<file path="src/rtl/dma_pkg.sv">
// ============================================================================
// Module : dma_pkg
// Brief  : Shared types and constants for the DMA transfer engine and register block.
// Rev    : 1.0
// ============================================================================
`default_nettype none

package dma_pkg;

    typedef enum logic [1:0] {
        ST_IDLE = 2'd0,
        ST_RD   = 2'd1,
        ST_WR   = 2'd2,
        ST_DONE = 2'd3
    } dma_state_e;

    localparam int CTRL_START    = 0;
    localparam int CTRL_DIR      = 1;
    localparam int CTRL_IO_FIXED = 2;
    localparam int CTRL_ABORT    = 3;
    localparam int CTRL_LEN_LSB  = 16;

    localparam logic [11:0] REG_CONTROL     = 12'h400;
    localparam logic [11:0] REG_IO_ADDRESS  = 12'h404;
    localparam logic [11:0] REG_MEM_ADDRESS = 12'h408;
    localparam logic [11:0] REG_INTR        = 12'h40C;

endpackage

`default_nettype wire

</file>
<file path="src/rtl/dma_addr_gen.sv">
// ============================================================================
// Module : dma_addr_gen
// Brief  : Source/destination address registers with load, stride advance and IO hold.
// Rev    : 1.0
// ============================================================================
`default_nettype none

module dma_addr_gen
    import dma_pkg::*;
#(
    parameter int ADDR_WIDTH   = 32,
    parameter int STRIDE_BYTES = 4
) (
    input  logic                  clk,
    input  logic                  rst_n,
    input  logic                  load_i,
    input  logic                  dir_i,
    input  logic                  io_fixed_i,
    input  logic [ADDR_WIDTH-1:0] io_addr_i,
    input  logic [ADDR_WIDTH-1:0] mem_addr_i,
    input  logic                  adv_i,
    output logic [ADDR_WIDTH-1:0] src_o,
    output logic [ADDR_WIDTH-1:0] dst_o
);

    localparam logic [ADDR_WIDTH-1:0] STEP = ADDR_WIDTH'(STRIDE_BYTES);

    logic [ADDR_WIDTH-1:0] src_q;
    logic [ADDR_WIDTH-1:0] dst_q;
    logic                  hold_src_q;
    logic                  hold_dst_q;

    // The IO side is the source for io->mem and the destination for mem->io.
    always_ff @(posedge clk or negedge rst_n) begin
        if (!rst_n) begin
            src_q      <= '0;
            dst_q      <= '0;
            hold_src_q <= 1'b0;
            hold_dst_q <= 1'b0;
        end else if (load_i) begin
            src_q      <= dir_i ? mem_addr_i : io_addr_i;
            dst_q      <= dir_i ? io_addr_i : mem_addr_i;
            hold_src_q <= io_fixed_i & ~dir_i;
            hold_dst_q <= io_fixed_i & dir_i;
        end else if (adv_i) begin
            if (!hold_src_q) src_q <= src_q + STEP;
            if (!hold_dst_q) dst_q <= dst_q + STEP;
        end
    end

    assign src_o = src_q;
    assign dst_o = dst_q;

endmodule

`default_nettype wire

</file>
<file path="src/rtl/dma_xfer_engine.sv">
// ============================================================================
// Module : dma_xfer_engine
// Brief  : Register-driven word mover: read-then-write per word over one valid/ready port.
// Rev    : 1.0
// ============================================================================
`default_nettype none

module dma_xfer_engine
    import dma_pkg::*;
#(
    parameter int ADDR_WIDTH = 32,
    parameter int DATA_WIDTH = 32,
    parameter int LEN_WIDTH  = 16
) (
    input  logic                  clk,
    input  logic                  reset,
    input  logic [DATA_WIDTH-1:0] control,
    input  logic [DATA_WIDTH-1:0] io_address,
    input  logic [DATA_WIDTH-1:0] mem_address,
    output logic [ADDR_WIDTH-1:0] m_addr,
    output logic                  m_wr_en,
    output logic                  m_valid,
    input  logic                  m_ready,
    output logic [DATA_WIDTH-1:0] m_wdata,
    input  logic [DATA_WIDTH-1:0] m_rdata,
    output logic                  busy,
    output logic                  intr_done,
    output logic                  intr_err,
    output logic [LEN_WIDTH-1:0]  words_left
);

    dma_state_e            state_q, state_d;
    logic                  start_q;
    logic                  armed_q;
    logic [LEN_WIDTH-1:0]  cnt_q, cnt_d;
    logic [DATA_WIDTH-1:0] buf_q, buf_d;
    logic                  abort_q, abort_d;
    logic                  busy_q, busy_d;
    logic                  m_valid_q, m_valid_d;
    logic                  m_wr_en_q, m_wr_en_d;
    logic [ADDR_WIDTH-1:0] m_addr_q, m_addr_d;
    logic [DATA_WIDTH-1:0] m_wdata_q, m_wdata_d;
    logic                  intr_done_q, intr_done_d;
    logic                  intr_err_q, intr_err_d;

    logic                  ag_load;
    logic                  ag_adv;
    logic [ADDR_WIDTH-1:0] src_addr;
    logic [ADDR_WIDTH-1:0] dst_addr;
    logic [LEN_WIDTH-1:0]  len_field;
    logic                  start_pulse;
    logic                  abort_req;
    logic                  unused_bits;

    assign len_field   = control[CTRL_LEN_LSB +: LEN_WIDTH];
    // armed_q blocks a START level still high across reset from counting as an edge.
    assign start_pulse = control[CTRL_START] & ~start_q & armed_q & (state_q == ST_IDLE);
    assign abort_req   = control[CTRL_ABORT] | abort_q;
    assign unused_bits = ^{control, io_address, mem_address};

    dma_addr_gen #(
        .ADDR_WIDTH   (ADDR_WIDTH),
        .STRIDE_BYTES (DATA_WIDTH / 8)
    ) u_addr_gen (
        .clk        (clk),
        .rst_n      (reset),
        .load_i     (ag_load),
        .dir_i      (control[CTRL_DIR]),
        .io_fixed_i (control[CTRL_IO_FIXED]),
        .io_addr_i  (io_address[ADDR_WIDTH-1:0]),
        .mem_addr_i (mem_address[ADDR_WIDTH-1:0]),
        .adv_i      (ag_adv),
        .src_o      (src_addr),
        .dst_o      (dst_addr)
    );

    always_ff @(posedge clk or negedge reset) begin
        if (!reset) begin
            state_q     <= ST_IDLE;
            start_q     <= 1'b0;
            armed_q     <= 1'b0;
            cnt_q       <= '0;
            buf_q       <= '0;
            abort_q     <= 1'b0;
            busy_q      <= 1'b0;
            m_valid_q   <= 1'b0;
            m_wr_en_q   <= 1'b0;
            m_addr_q    <= '0;
            m_wdata_q   <= '0;
            intr_done_q <= 1'b0;
            intr_err_q  <= 1'b0;
        end else begin
            state_q     <= state_d;
            start_q     <= control[CTRL_START];
            armed_q     <= armed_q | ~control[CTRL_START];
            cnt_q       <= cnt_d;
            buf_q       <= buf_d;
            abort_q     <= abort_d;
            busy_q      <= busy_d;
            m_valid_q   <= m_valid_d;
            m_wr_en_q   <= m_wr_en_d;
            m_addr_q    <= m_addr_d;
            m_wdata_q   <= m_wdata_d;
            intr_done_q <= intr_done_d;
            intr_err_q  <= intr_err_d;
        end
    end

    always_comb begin
        state_d     = state_q;
        cnt_d       = cnt_q;
        buf_d       = buf_q;
        abort_d     = abort_q;
        busy_d      = busy_q;
        m_valid_d   = m_valid_q;
        m_wr_en_d   = m_wr_en_q;
        m_addr_d    = m_addr_q;
        m_wdata_d   = m_wdata_q;
        intr_done_d = 1'b0;
        intr_err_d  = 1'b0;
        ag_load     = 1'b0;
        ag_adv      = 1'b0;

        case (state_q)
            ST_IDLE: begin
                if (start_pulse) begin
                    ag_load = 1'b1;
                    cnt_d   = len_field;
                    abort_d = 1'b0;
                    busy_d  = 1'b1;
                    state_d = (len_field == '0) ? ST_DONE : ST_RD;
                end
            end
            ST_RD: begin
                if (control[CTRL_ABORT]) abort_d = 1'b1;
                if (!m_valid_q) begin
                    if (abort_req) begin
                        state_d = ST_DONE;
                    end else begin
                        m_valid_d = 1'b1;
                        m_wr_en_d = 1'b0;
                        m_addr_d  = src_addr;
                    end
                end else if (m_ready) begin
                    buf_d     = m_rdata;
                    m_valid_d = 1'b0;
                    state_d   = abort_req ? ST_DONE : ST_WR;
                end
            end
            ST_WR: begin
                if (control[CTRL_ABORT]) abort_d = 1'b1;
                if (!m_valid_q) begin
                    if (abort_req) begin
                        state_d = ST_DONE;
                    end else begin
                        m_valid_d = 1'b1;
                        m_wr_en_d = 1'b1;
                        m_addr_d  = dst_addr;
                        m_wdata_d = buf_q;
                    end
                end else if (m_ready) begin
                    cnt_d     = cnt_q - LEN_WIDTH'(1);
                    ag_adv    = 1'b1;
                    m_valid_d = 1'b0;
                    state_d   = (abort_req || cnt_q == LEN_WIDTH'(1)) ? ST_DONE : ST_RD;
                end
            end
            ST_DONE: begin
                intr_done_d = 1'b1;
                intr_err_d  = abort_q;
                busy_d      = 1'b0;
                state_d     = ST_IDLE;
            end
            default: state_d = ST_IDLE;
        endcase
    end

    assign m_addr     = m_addr_q;
    assign m_wr_en    = m_wr_en_q;
    assign m_valid    = m_valid_q;
    assign m_wdata    = m_wdata_q;
    assign busy       = busy_q;
    assign intr_done  = intr_done_q;
    assign intr_err   = intr_err_q;
    assign words_left = cnt_q;

endmodule

`default_nettype wire

</file>
<file path="config.mk">
export PLATFORM = sky130hd
export DESIGN_NAME = dma_xfer_engine
export DESIGN_NICKNAME = d
export VERILOG_FILES = /design/src/rtl/dma_pkg.sv /design/src/rtl/dma_addr_gen.sv /design/src/rtl/dma_xfer_engine.sv
export SDC_FILE = /design/constraint.sdc
export NUM_CORES = 1
export LEC_CHECK = 0
export CAP_MARGIN = 20
export CORE_UTILIZATION = 29
export CTS_BUF_LIST = sky130_fd_sc_hd__clkbuf_4 sky130_fd_sc_hd__clkbuf_8
export DETAILED_ROUTE_END_ITERATION = 6
export SYNTH_ARGS = -nofsm -noshare
export SYNTH_HDL_FRONTEND = slang
export SYNTH_SLANG_ARGS = --single-unit
</file>
<file path="constraint.sdc">
create_clock -name clk -period 3.3 [get_ports clk]
set_clock_uncertainty 0.05 [all_clocks]
set_input_delay 0.99 -clock clk [delete_from_list [all_inputs] [get_ports clk]]
set_output_delay 0.99 -clock clk [all_outputs]
set_load 0.02 [all_outputs]
</file>
### Word level (Yosys, flattened, before mapping)

Index checks and enable logic that the tools add are counted.

| word-level totals | value |
|---|---|
| input bits | 131 |
| output and inout port bits | 85 |
| register bits after elaboration | 188 |
| word-level logic and storage cells | 113 |

| operators by class | value |
|---|---|
| bitwise logic cells | 12 |
| add/subtract/negate cells | 3 |
| equal/unequal tests | 16 |
| reduce and logical (&&, ||, !) cells | 18 |
| muxes and demuxes | 47 |

Operators by type and width:

| kind | count |
|---|---|
| 32-bit 2-to-1 mux | 12 |
| 32-bit by 3-bit adder with 32-bit output, second input constant | 2 |
| 32-bit case mux with 2 select lines | 1 |
| 16-bit 2-to-1 mux | 3 |
| 16-bit case mux with 2 select lines | 1 |
| 1-bit 2-to-1 mux | 18 |
| 2-bit != test, second input constant | 9 |
| 16-bit by 1-bit == test with 1-bit output, second input constant | 1 |
| 16-bit logical NOT | 1 |
| 2-bit 2-to-1 mux | 8 |
| 16-bit by 1-bit subtractor with 16-bit output, second input constant | 1 |
| 3-bit AND reduction | 4 |
| 2-bit nonzero test | 5 |
| 2-bit case mux with 4 select lines | 1 |
| 3-bit != test, second input constant | 2 |
| 1-bit case mux with 2 select lines | 3 |
| 2-bit AND reduction | 3 |
| 1-bit bitwise AND | 5 |
| 1-bit inverter | 5 |
| 5-bit AND reduction | 1 |
| 2-bit == test, second input constant | 2 |
| 4-bit AND reduction | 1 |
| 2-bit by 1-bit == test with 1-bit output, second input constant | 1 |
| 2-bit logical NOT | 1 |
| 4 further kinds | 5 |

### Depth between registers and ports, before layout

Gate-level depths: netlist of run 1.

| logic depth | value |
|---|---|
| word-level depth | 8 |
| mapped depth | 9 |
| gate-level depth less buffers | 7 |

### Modules after synthesis

From an unflattened synthesis of run 1, not the netlist that was laid out.

| unflattened totals | value |
|---|---|
| cell total of the unflattened synthesis | 952 |
| area, all modules | 9,845.7 um^2 |

By module, submodules not included:

| module | cells an instance | area each (um^2) | times used | sequential area each (um^2) |
|---|---|---|---|---|
| dma_xfer_engine | 451 | 5,413.9 | 1 | 3,052.9 |
| dma_addr_gen | 501 | 4,431.8 | 1 | 1,651.6 |

### Least setup slack after synthesis of run 1

OpenSTA, ideal clock, no wires.

| timing path | value |
|---|---|
| path type | input port to flip-flop |
| start point | input m_ready |
| end point | register u_addr_gen.dst_q[31] (netlist: u_addr_gen.dst_o[31]) |
| stages | 5 |
| setup slack | 0.919 ns |
| library setup time | 0.126 ns |
| data arrival time | 2.204 ns |
| data required time | 3.124 ns |
| buffers on the path | 1 |
| cells stage by stage | and4b_1 -> buf_4 -> nand4_1 -> or4_1 -> a311o_1 |

| between the ends | value |
|---|---|
| longest elaborated chain between the ends | 5 |

Ends and longest elaborated chain:

| element | line | text |
|---|---|---|
| from (decl) | dma_xfer_engine.sv:23 | `input logic m_ready,` |
| 1-bit 2-to-1 mux | dma_xfer_engine.sv:161 | `end else if (m_ready) begin` |
| 1-bit 2-to-1 mux | dma_xfer_engine.sv:152 | `if (!m_valid_q) begin` |
| 1-bit 2-to-1 mux | dma_xfer_engine.sv:124 | `case (state_q)` |
| 2-bit nonzero test (no source line) | -- |  |
| 2-bit AND reduction (no source line) | -- |  |
| to (signal assigned) | dma_addr_gen.sv:42 | `dst_q <= dir_i ? io_addr_i : mem_addr_i;` |
| to (signal assigned) | dma_addr_gen.sv:47 | `if (!hold_dst_q) dst_q <= dst_q + STEP;` |
| to (decl) | dma_addr_gen.sv:29 | `logic [ADDR_WIDTH-1:0] dst_q;` |

Every way passes these cells.
A chain may end at the register's enable or synchronous reset.

### Worst setup path after layout of run 1

| timing path | value |
|---|---|
| start point | register m_valid_q (netlist: m_valid) |
| end point | output m_valid |

RTL lines:

| element | line | text |
|---|---|---|
| from (decl) | dma_xfer_engine.sv:39 | `logic m_valid_q, m_valid_d;` |
| from (signal assigned) | dma_xfer_engine.sv:100 | `m_valid_q <= m_valid_d;` |
| to (decl) | dma_xfer_engine.sv:22 | `output logic m_valid,` |

No word-level cell between the ends.

==> impl_table.tex, run 1 <==
\begin{tabular}{lr}
\hline
Metric & Value \\
\hline
\multicolumn{2}{l}{\textbf{Floorplan}} \\
\quad Vertical die dimension & 185 um \\
\quad Initial Utilization & 0.296 \\
\quad Number of rows in the core area & 66 \\
\quad Total Die Area & 34100 sq um \\
\quad Ports placed on the boundary & 216 \\
\quad Core area & 32700 sq um \\
\quad Width of the die & 185 um \\
\multicolumn{2}{l}{\textbf{Synth}} \\
\quad Post-synth ARST share & 1.00 \\
\quad Number of enable-type register cells in the synthesized netlist & 0 \\
\quad Mapped cell area & 9690 sq um \\
\quad Sequential cell area fraction in the yosys report & 0.486 \\
\quad Post-synthesis cell type count & 54 \\
\quad Number of synthesis warnings & 0 \\
\quad Avg Inst Size Synth & 10.2 sq um \\
\quad Number of cells produced by synthesis & 947 \\
\quad Main flop type after synthesis & dfrtp\_1 \\
\quad Post-synthesis register bit count & 188 \\
\quad Syn Nets & 1087 \\
\multicolumn{2}{l}{\textbf{Drt}} \\
\quad Final ANT Viol Nets & 0 \\
\quad Number of DRC markers in iteration 0 & 328 \\
\quad DRC violation count after routing & 0 \\
\quad Via-per-instance ratio & 4.88 \\
\quad Wirelength, routed & 26100 um \\
\quad Via count & 7754 \\
\quad Drt pass-1 iters & 5 \\
\quad Average wire per cell in the routed design & 16.5 um \\
\multicolumn{2}{l}{\textbf{Layout}} \\
\quad Count of nets after finishing & 1273 \\
\quad Most frequent cells in the layout & clkdlybuf4s50\_1, dfrtp\_1, nand2\_1 \\
\quad Finished Cell Area & 12700 sq um \\
\quad Area grow syn2layout & 31.1\% \\
\quad Diode count & 0 \\
\quad Leading cell type in the layout, fill and taps excluded & clkdlybuf4s50\_1 \\
\quad Fraction of final layout cells with drive strength greater than 1 & 0.120 \\
\quad Final Core Density & 0.388 \\
\multicolumn{2}{l}{\textbf{CTS}} \\
\quad \# resized after CTS & 0 \\
\quad Latest clock arrival within the worst-skew pair & 0.47 ns \\
\quad Clock tree from TritonCTS & yes \\
\quad Num Clock Sinks & 188 \\
\quad CTS Root Cell & clkbuf\_8 \\
\quad Setup Buffers After CTS & 0 \\
\quad Hold buffers post-CTS & 0 \\
\quad TritonCTS Buffers & 17 \\
\quad CTS clk-pin slew, worst paths & 0.12 ns \\
\quad Bufs on Longest Clock Path & 2 \\
\quad H-tree levels & 4 \\
\multicolumn{2}{l}{\textbf{Power and ir drop}} \\
\quad Clock network power share & 0.152 \\
\quad Leak & 4.99 nW \\
\quad VDD IR-drop max & 356 uV \\
\quad Combinational fraction of design power & 0.431 \\
\quad Total power divided by cell area & 821 nW/um\^{}2 \\
\quad Sw power & 4.21 mW \\
\quad Sequential share of power & 0.417 \\
\quad Switching fraction of total power & 0.404 \\
\quad Internal power of the cells & 6.21 mW \\
\multicolumn{2}{l}{\textbf{Min path}} \\
\quad Hold path startpoint & u\_addr\_gen.hold\_src\_q\$\_DFFE\_PN0N\_ \\
\quad Worst min-delay path category & reg -> reg \\
\multicolumn{2}{l}{\textbf{Setup path}} \\
\quad Worst EP required & 2.26 ns \\
\quad Critical path's top delay family & buffers and inverters \\
\quad R2r startpoint & state\_q[0]\$\_DFFE\_PN0P\_ \\
\quad Ordered cell list for the critical path & clkdlybuf4s50\_1 \\
\quad Crit path arrival time & 1.69 ns \\
\quad Number of buffers and inverters on the critical path & 1 \\
\quad Worst Setup Start Kind & register \\
\quad Critical path type & reg -> out \\
\quad Endpoint kind of the worst setup timing path & output port \\
\quad Worst setup path startpoint & m\_valid\$\_DFFE\_PN0P\_ \\
\quad Critical-path maximum fanout & 10 \\
\quad CP max-delay cell & clkdlybuf4s50\_1 \\
\quad Largest stage delay on the critical path & 0.71 ns \\
\multicolumn{2}{l}{\textbf{Job}} \\
\quad Number of violations of the max-capacitance limit & 0 \\
\multicolumn{2}{l}{\textbf{STA}} \\
\quad Pins over their slew limit & 0 \\
\quad Unrepaired setup endpoints after global routing & false \\
\quad Min Tclk post-route & 2.73 ns \\
\quad Final number of hold-violating endpoints & 0 \\
\quad Post-route clock period utilization & 0.827 \\
\quad Transition time of the tightest slew-check pin & 0.600 ns \\
\quad Endpoints failing setup & 0 \\
\quad Max Clk Rate & 0.367 GHz \\
\quad Min setup slack post-route & 0.573 ns \\
\quad Relative slew slack & 0.600 \\
\quad Total Negative Setup Slacks & 0 ns \\
\multicolumn{2}{l}{\textbf{Place}} \\
\quad I/O Buffers & 203 \\
\quad Routability congestion estimate & 0.798 \\
\quad Placed wire-length estimate after detailed placement & 19200 um \\
\quad Post-DP Area & 12300 sq um \\
\quad Pre-CTS WS & 0.238 ns \\
\multicolumn{2}{l}{\textbf{GRT}} \\
\quad All-Layer GR Usage & 0.155 \\
\quad First-pass GRT wire length & 41300 um \\
\quad Vias in the first global route & 7556 \\
\quad GRT Residual Overflow & 0 \\
\quad Initial antenna violation count & 0 \\
\quad Largest net degree at the start of global routing & 68 \\
\multicolumn{2}{l}{\textbf{Status}} \\
\quad Outcome & finished, final reports clean \\
\hline
\end{tabular}
-- Yosys cell counts, types with 4 or more instances --
cell,count,area share
and2_1,5,0.0032
a211oi_1,54,0.042
dfrtp_1,188,0.49
inv_1,19,0.0074
ha_1,9,0.012
a21oi_1,61,0.032
mux2i_1,52,0.054
and3_1,8,0.0052
mux2_2,64,0.074
a22oi_1,11,0.0085
nand3_1,23,0.012
buf_1,8,0.0031
xor2_1,13,0.012
o21ai_0,60,0.031
and4_1,4,0.0036
nand2_1,80,0.031
nor3_1,21,0.011
nor4_1,25,0.016
nor2_1,32,0.012
buf_2,8,0.0041
clkbuf_1,42,0.016
nor2b_1,52,0.034
xnor2_1,44,0.040
nand4_1,17,0.011
-- sequential cells by signal, summed over array words and instances (netlist names) --
name                   cells
u_addr_gen.src_o          32
u_addr_gen.hold_dst_q      1
busy                       1
u_addr_gen.dst_o          32
m_wdata                   32
m_wr_en                    1
intr_done                  1
armed_q                    1
m_valid                    1
intr_err                   1
m_addr                    32
buf_q                     32
start_q                    1
words_left                16
u_addr_gen.hold_src_q      1
abort_q                    1
state_q                    2
-- kinds of logic after synthesis --
| family | Yosys count | synth area share |
|---|---|---|
| and+or+nand+nor | 296 | 0.164 |
| AOI/OAI and AO/OA | 199 | 0.124 |
| DFF | 188 | 0.486 |
| muxes | 116 | 0.128 |
| buffers and inverters | 82 | 0.0349 |
| xor gates and xnor gates | 57 | 0.0515 |
| adders and majority gates | 9 | 0.0116 |
-- power groups by stage --
stage,Clock (mW),Combinational (mW),Sequential (mW)
2_1_floorplan,0,2.24,4.71
3_3_place_gp,0,4.48,4.34
3_5_place_dp,0,4.54,4.40
4_1_cts,1.65,4.56,4.35
5_1_grt,1.73,4.93,4.53
6_report,1.58,4.49,4.35
-- per-stage QoR --
stage | hold WS (ns) | total power, mW | instances
6_report | 0.431 | 10.4 | 1588
5_1_grt | 0.461 | 11.2 | 1588
3_5_place_dp | 0.412 | 8.94 | 1556
2_1_floorplan | 0.382 | 6.94 | 947
4_1_cts | 0.438 | 10.6 | 1588
3_3_place_gp | 0.401 | 8.82 | 1556
-- layout make-up --
| cell class | count | area (sq um) |
|---|---|---|
| Clock inverter | 14 | 166 |
| Multi-Input combinational cell | 677 | 4660 |
| Timing Repair Buffer | 230 | 2300 |
| Sequential cell | 188 | 4700 |
| Inverter | 19 | 71.3 |
| Clock buffer | 18 | 241 |
| Tap cell | 442 | 553 |
| Fill cell | 3251 | 20000 |
-- worst paths after layout --
path,end,slack [ns],depth (start not counted)
min,u_addr_gen.hold_src_q$_DFFE_PN0N_,0.43,2
max in group asynchronous,u_addr_gen.dst_o[7]$_DFFE_PN0P_,1.95,2
max reg2reg,u_addr_gen.src_o[26]$_DFFE_PN0P_,0.63,7
max,m_valid,0.57,1
min reg2reg,u_addr_gen.hold_src_q$_DFFE_PN0N_,0.43,2
min in group asynchronous,words_left[10]$_DFFE_PN0P_,0.46,1
-- metal layers --
layer  global-route usage  vias up  routed length (um)
met5                    0        -                   0
met4               0.0357        0                 263
met3               0.0298       18                1320
met2                0.254      213               12100
met1                0.211     3750               12500
li1                     -     3773                   -
Note: power is estimated with default switching activity, not from simulation.
==> run 2, diff against run 1 <==
==> constraint.sdc (replaced) <==
create_clock -name clk -period 2.7 [get_ports clk]
set_clock_uncertainty 0.05 [all_clocks]
set_input_delay 0.81 -clock clk [delete_from_list [all_inputs] [get_ports clk]]
set_output_delay 0.81 -clock clk [all_outputs]
set_load 0.02 [all_outputs]
==> run 2 against run 1 <==
Combinational power rose by 24%. Non-clock buffer count increased by 32. Critical path depth stayed put. Worst setup slack got worse by 0.45 ns. Final cell count up 2.0%. Die area stayed put.
==> impl_table.tex, run 2 (synthesis results as in run 1) <==
\begin{tabular}{lr}
\hline
Metric & Value \\
\hline
\multicolumn{2}{l}{\textbf{CTS}} \\
\quad Hold buffers post-CTS & 0 \\
\quad Num Clock Sinks & 188 \\
\quad CTS clk-pin slew, worst paths & 0.11 ns \\
\quad Latest clock arrival within the worst-skew pair & 0.48 ns \\
\quad Clock tree from TritonCTS & yes \\
\quad H-tree levels & 4 \\
\quad CTS Root Cell & clkbuf\_8 \\
\quad Bufs on Longest Clock Path & 2 \\
\quad Setup Buffers After CTS & 0 \\
\quad TritonCTS Buffers & 17 \\
\quad \# resized after CTS & 0 \\
\multicolumn{2}{l}{\textbf{GRT}} \\
\quad GRT Residual Overflow & 0 \\
\quad Largest net degree at the start of global routing & 66 \\
\quad First-pass GRT wire length & 42200 um \\
\quad All-Layer GR Usage & 0.159 \\
\quad Initial antenna violation count & 0 \\
\quad Vias in the first global route & 7663 \\
\multicolumn{2}{l}{\textbf{Layout}} \\
\quad Number of inserted filler cells in the final layout & 3221 \\
\quad Count of nets after finishing & 1305 \\
\quad Diode count & 0 \\
\quad Finished Cell Area & 13000 sq um \\
\quad Multi-input combinational cell area & 4660 sq um \\
\quad Sequential standard cell area & 4700 sq um \\
\quad Leading cell type in the layout, fill and taps excluded & clkdlybuf4s50\_1 \\
\quad Area grow syn2layout & 34.2\% \\
\quad Fraction of final layout cells with drive strength greater than 1 & 0.144 \\
\quad Most frequent cells in the layout & clkdlybuf4s50\_1, dfrtp\_1, nand2\_1 \\
\multicolumn{2}{l}{\textbf{Status}} \\
\quad Outcome & finished, final reports clean \\
\multicolumn{2}{l}{\textbf{Drt}} \\
\quad Via-per-instance ratio & 4.81 \\
\quad Drt pass-1 iters & 5 \\
\quad Final ANT Viol Nets & 0 \\
\quad Average wire per cell in the routed design & 16.4 um \\
\quad Via count & 7797 \\
\quad Number of DRC markers in iteration 0 & 348 \\
\quad Wirelength, routed & 26600 um \\
\quad DRC violation count after routing & 0 \\
\multicolumn{2}{l}{\textbf{Setup path}} \\
\quad Crit path arrival time & 1.71 ns \\
\quad Worst Setup Start Kind & register \\
\quad Critical path's top delay family & buffers and inverters \\
\quad Ordered cell list for the critical path & clkdlybuf4s50\_1 \\
\quad Reg2reg setup slack & 0.37 ns \\
\quad Critical-path maximum fanout & 10 \\
\quad Critical path type & reg -> out \\
\quad Endpoint kind of the worst setup timing path & output port \\
\quad Number of buffers and inverters on the critical path & 1 \\
\quad Worst EP required & 1.84 ns \\
\quad CP max-delay cell & clkdlybuf4s50\_1 \\
\quad Largest stage delay on the critical path & 0.73 ns \\
\multicolumn{2}{l}{\textbf{Floorplan}} \\
\quad Core area & 32700 sq um \\
\quad Initial Utilization & 0.296 \\
\quad Number of rows in the core area & 66 \\
\quad Width of the die & 185 um \\
\quad Vertical die dimension & 185 um \\
\quad Total Die Area & 34100 sq um \\
\quad Ports placed on the boundary & 216 \\
\multicolumn{2}{l}{\textbf{Place}} \\
\quad Pre-CTS WS & -0.128 ns \\
\quad Post-DP Area & 12600 sq um \\
\quad I/O Buffers & 203 \\
\quad Placed wire-length estimate after detailed placement & 19600 um \\
\quad Routability congestion estimate & 0.814 \\
\multicolumn{2}{l}{\textbf{STA}} \\
\quad Max Clk Rate & 0.389 GHz \\
\quad Pins over their slew limit & 0 \\
\quad Relative slew slack & 0.528 \\
\quad Unrepaired setup endpoints after global routing & false \\
\quad Final number of hold-violating endpoints & 0 \\
\quad Post-route clock period utilization & 0.953 \\
\quad Endpoints failing setup & 0 \\
\quad Min setup slack post-route & 0.127 ns \\
\quad Min Tclk post-route & 2.57 ns \\
\quad Transition time of the tightest slew-check pin & 0.705 ns \\
\multicolumn{2}{l}{\textbf{Min path}} \\
\quad Worst min-delay path category & in -> async \\
\multicolumn{2}{l}{\textbf{Power and ir drop}} \\
\quad VDD IR-drop max & 322 uV \\
\quad Leak & 5.17 nW \\
\quad Total power divided by cell area & 988 nW/um\^{}2 \\
\quad Tot Pwr & 12.8 mW \\
\multicolumn{2}{l}{\textbf{Job}} \\
\quad Number of violations of the max-capacitance limit & 0 \\
\hline
\end{tabular}
==> run 2: cell type report <==
type                    instances  share of cell area
well taps                     442              0.0425
flip-flops and latches        188               0.362
multi-input cells             677               0.358
clock buffers                  18              0.0186
inverters                      19             0.00549
repair buffers                262               0.200
clock inverters                14              0.0130
==> run 2: through the flow <==
stage	util	std cells	hold WS, ns	setup TNS [ns]
global route	0.398	1620	0.282	0
CTS	0.398	1620	0.270	0
detailed placement	0.385	1588	0.402	-0.451
finish	0.398	1620	0.266	0
floorplan	-	947	0.382	0
global placement	0.385	1588	0.401	-0.232
==> run 2: routing by layer <==
layer | vias up | routed length [um] | GRT usage
met5 | - | 0 | 0
met4 | 0 | 170 | 0.0281
met3 | 11 | 1500 | 0.0350
met2 | 196 | 12200 | 0.257
met1 | 3754 | 12700 | 0.220
li1 | 3836 | - | -
==> run 2: final timing paths <==
kind                                              from                                to  cells after the start
worst max-delay path               m_valid$_DFFE_PN0P_                           m_valid                      1
min in group clk                     armed_q$_DFF_PN0_                 armed_q$_DFF_PN0_                      1
max in group asynchronous                        reset           m_wdata[26]$_DFFE_PN0P_                      2
worst max register to register  state_q[0]$_DFFE_PN0P_  u_addr_gen.dst_o[31]$_DFFE_PN0P_                      6
worst min register to register       armed_q$_DFF_PN0_                 armed_q$_DFF_PN0_                      1
worst min-delay path                             reset        words_left[11]$_DFFE_PN0P_                      1
==> run 2: power breakdown <==
part | switching [mW] | internal, mW
Sequential | 1.20 | 4.12
Combinational | 2.78 | 2.81
Clock | 1.22 | 0.725
Total | 5.19 | 7.66
==> run 3, diff against run 2 <==
--- a/config.mk
+++ b/config.mk
@@ -5,6 +5,7 @@
 export SDC_FILE = /design/constraint.sdc
 export NUM_CORES = 1
 export LEC_CHECK = 0
+export ABC_AREA = 1
 export CAP_MARGIN = 20
 export CORE_UTILIZATION = 29
 export CTS_BUF_LIST = sky130_fd_sc_hd__clkbuf_4 sky130_fd_sc_hd__clkbuf_8
==> run 3 against run 2 <==
Flip-flop and latch count unchanged. Critical path depth unchanged. Synthesized cell count rose by 67%. Worst hold slack lost 0.13 ns. Sequential power is 1% lower. Synthesized area grew 15%. Largest power group unchanged. Clock power hardly changed. Highest routed layer is now met5. Count of clock-buffer cells in the layout is 3 higher.
==> impl_table.tex, run 3 <==
\begin{tabular}{lr}
\hline
Metric & Value \\
\hline
\multicolumn{2}{l}{\textbf{Setup path}} \\
\quad Critical-path maximum fanout & 7 \\
\quad Worst EP required & 1.84 ns \\
\quad Critical path's top delay family & buffers and inverters \\
\quad Number of stages on the worst setup path & 1 \\
\quad Largest stage delay on the critical path & 0.70 ns \\
\quad Crit path arrival time & 1.73 ns \\
\quad Worst Reg-to-Reg Cells & 6 \\
\quad Endpoint kind of the worst setup timing path & output port \\
\quad R2r startpoint & state\_q[0]\$\_DFFE\_PN0P\_ \\
\quad Ordered cell list for the critical path & clkdlybuf4s50\_1 \\
\quad Worst Setup Start Kind & register \\
\quad CP max-delay cell & clkdlybuf4s50\_1 \\
\quad Reg2reg setup slack & 0.40 ns \\
\quad Destination of the worst register-to-register timing path & m\_addr[11]\$\_DFFE\_PN0P\_ \\
\quad Number of buffers and inverters on the critical path & 1 \\
\quad Critical path type & reg -> out \\
\multicolumn{2}{l}{\textbf{CTS}} \\
\quad Setup Buffers After CTS & 0 \\
\quad Latest clock arrival within the worst-skew pair & 0.51 ns \\
\quad Num Clock Sinks & 188 \\
\quad CTS clk-pin slew, worst paths & 0.11 ns \\
\quad CTS Root Cell & clkbuf\_8 \\
\quad Clock tree from TritonCTS & yes \\
\quad TritonCTS Buffers & 17 \\
\quad H-tree levels & 4 \\
\quad Hold buffers post-CTS & 0 \\
\quad \# resized after CTS & 0 \\
\quad Bufs on Longest Clock Path & 2 \\
\multicolumn{2}{l}{\textbf{Drt}} \\
\quad Final ANT Viol Nets & 0 \\
\quad Average wire per cell in the routed design & 16.0 um \\
\quad Via-per-instance ratio & 4.75 \\
\quad DRC violation count after routing & 0 \\
\quad Drt pass-1 iters & 5 \\
\quad Wirelength, routed & 36800 um \\
\quad Number of DRC markers in iteration 0 & 822 \\
\quad Via count & 10921 \\
\multicolumn{2}{l}{\textbf{Place}} \\
\quad Routability congestion estimate & 0.954 \\
\quad Pre-CTS WS & -0.0380 ns \\
\quad Cell Count Post-Placement & 2269 \\
\quad Post-DP Area & 14000 sq um \\
\quad I/O Buffers & 203 \\
\quad Placed wire-length estimate after detailed placement & 28900 um \\
\multicolumn{2}{l}{\textbf{Power and ir drop}} \\
\quad Internal power of the cells & 7.73 mW \\
\quad Switching fraction of total power & 0.452 \\
\quad Sw power & 6.39 mW \\
\quad Combinational fraction of design power & 0.492 \\
\quad Sequential share of power & 0.372 \\
\quad Clock network power share & 0.136 \\
\quad VDD IR-drop max & 593 uV \\
\quad Total power divided by cell area & 985 nW/um\^{}2 \\
\quad Leak & 6.69 nW \\
\multicolumn{2}{l}{\textbf{STA}} \\
\quad Transition time of the tightest slew-check pin & 0.784 ns \\
\quad Endpoints failing setup & 0 \\
\quad Unrepaired setup endpoints after global routing & false \\
\quad Post-route clock period utilization & 0.959 \\
\quad Final number of hold-violating endpoints & 0 \\
\quad Pins over their slew limit & 0 \\
\quad WHS & 0.139 ns \\
\quad Max Clk Rate & 0.386 GHz \\
\quad Min setup slack post-route & 0.110 ns \\
\quad Min Tclk post-route & 2.59 ns \\
\quad Relative slew slack & 0.476 \\
\multicolumn{2}{l}{\textbf{Min path}} \\
\quad Worst min-delay path category & in -> async \\
\multicolumn{2}{l}{\textbf{Status}} \\
\quad Outcome & finished, final reports clean \\
\multicolumn{2}{l}{\textbf{Floorplan}} \\
\quad Width of the die & 198 um \\
\quad Total Die Area & 39300 sq um \\
\quad Core area & 37800 sq um \\
\quad Vertical die dimension & 198 um \\
\quad Ports placed on the boundary & 216 \\
\quad Number of rows in the core area & 71 \\
\quad Initial Utilization & 0.296 \\
\multicolumn{2}{l}{\textbf{Layout}} \\
\quad Final Core Density & 0.380 \\
\quad Number of inserted filler cells in the final layout & 3949 \\
\quad Leading cell type in the layout, fill and taps excluded & nand2\_1 \\
\quad Number of standard cells in the layout, taps in and fillers out & 2301 \\
\quad Count of nets after finishing & 1917 \\
\quad Finished Cell Area & 14300 sq um \\
\quad Diode count & 0 \\
\quad Fraction of final layout cells with drive strength greater than 1 & 0.0709 \\
\quad Most frequent cells in the layout & nand2\_1, clkdlybuf4s50\_1, nor2\_1 \\
\quad Area grow syn2layout & 28.5\% \\
\multicolumn{2}{l}{\textbf{Synth}} \\
\quad Number of cells produced by synthesis & 1581 \\
\quad Syn Nets & 1721 \\
\quad Cell with the most instances after synthesis & nand2\_1 \\
\quad Number of synthesis warnings & 0 \\
\quad Post-synthesis register bit count & 188 \\
\quad Share of the synthesized area in the top cell type & 0.421 \\
\quad Post-synth ARST share & 1.00 \\
\quad Main flop type after synthesis & dfrtp\_1 \\
\quad Mapped cell area & 11200 sq um \\
\quad Main area contributors after synthesis & dfrtp\_1, nand2\_1, o21ai\_0 \\
\quad Sequential cell area fraction in the yosys report & 0.421 \\
\quad Number of enable-type register cells in the synthesized netlist & 0 \\
\quad Post-synth top area cell & dfrtp\_1 \\
\quad Post-synthesis cell type count & 45 \\
\quad Avg Inst Size Synth & 7.06 sq um \\
\quad Commonest cells post-synth & nand2\_1, nor2\_1, dfrtp\_1 \\
\multicolumn{2}{l}{\textbf{GRT}} \\
\quad Largest net degree at the start of global routing & 62 \\
\quad Initial antenna violation count & 2 \\
\quad All-Layer GR Usage & 0.191 \\
\quad Vias in the first global route & 10176 \\
\quad GRT Residual Overflow & 0 \\
\quad First-pass GRT wire length & 57500 um \\
\multicolumn{2}{l}{\textbf{Job}} \\
\quad Number of violations of the max-capacitance limit & 0 \\
\hline
\end{tabular}
==> run 3: cell types whose count changed in the layout (fill, tap and decap cells not counted), moves of 42 or more <==
cell      before  now
mux2i_1       52    0
mux2_2        64    3
nor2b_1       52    0
o21ai_0       59  184
a211oi_1      54    2
xnor2_1       44    2
inv_1         19  173
nand2_1       80  463
nor2_1        32  190
==> run 3: per-layer routing <==
metal,share of wire,up-vias,track usage
met2,0.47,296,0.303
met5,0.00073,-,0
li1,-,5419,-
met4,0.018,4,0.0528
met1,0.45,5158,0.259
met3,0.061,44,0.0419
==> run 3: worst max-delay path by stage <==
| stage | from | end | slack (ns) |
|---|---|---|---|
| floorplan | control[0] | u_addr_gen.src_o[8]$_DFFE_PN0P_ | 0.83 |
| global placement | control[0] | u_addr_gen.src_o[11]$_DFFE_PN0P_ | 0.02 |
| detailed placement | control[0] | u_addr_gen.dst_o[24]$_DFFE_PN0P_ | -0.04 |
| CTS | m_valid$_DFFE_PN0P_ | m_valid | 0.06 |
| global route | m_valid$_DFFE_PN0P_ | m_valid | 0.04 |
| finish | m_valid$_DFFE_PN0P_ | m_valid | 0.11 |
==> run 3: layout make-up <==
type,instances,area (sq um),share of cell area
clock inverters,11,101,0.00707
flip-flops and latches,188,4700,0.328
multi-input cells,1140,5340,0.372
clock buffers,21,283,0.0197
repair buffers,249,2590,0.180
inverters,181,684,0.0477
well taps,511,639,0.0446
==> run 3: per-stage QoR <==
stage | TNS, ns | total power [mW]
after floorplan | 0 | 9.31
after global placement | 0 | 12.1
after detailed placement | -0.0933 | 12.3
after CTS | 0 | 14.2
after global routing | 0 | 15.2
final | 0 | 14.1
==> run 3: logic make-up after synthesis <==
group / count (synthesis) / synth area share
compound gates: 360 / 0.178
mux: 10 / 0.0101
flops: 188 / 0.421
simple gates: 753 / 0.273
buf+inv: 253 / 0.101
fa+ha+maj: 9 / 0.0101
xor+xnor: 8 / 0.00628
==> run 3: worst reg2reg max path, delay by kind of cell, from the launching register on <==
family / cells / cell delay [ns]
fa+ha+maj: 1 / 0.35
flops: 1 / 0.42
simple gates: 1 / 0.12
buf+inv: 2 / 0.73
compound gates: 2 / 0.57
==> run 3: power by group through the flow <==
stage	clock network, mW	logic (mW)	registers, mW
after floorplan	0	3.62	5.68
after CTS	1.99	6.99	5.25
final	1.91	6.96	5.25
after global routing	2.09	7.72	5.43
after detailed placement	0	6.97	5.30
after global placement	0	6.86	5.26
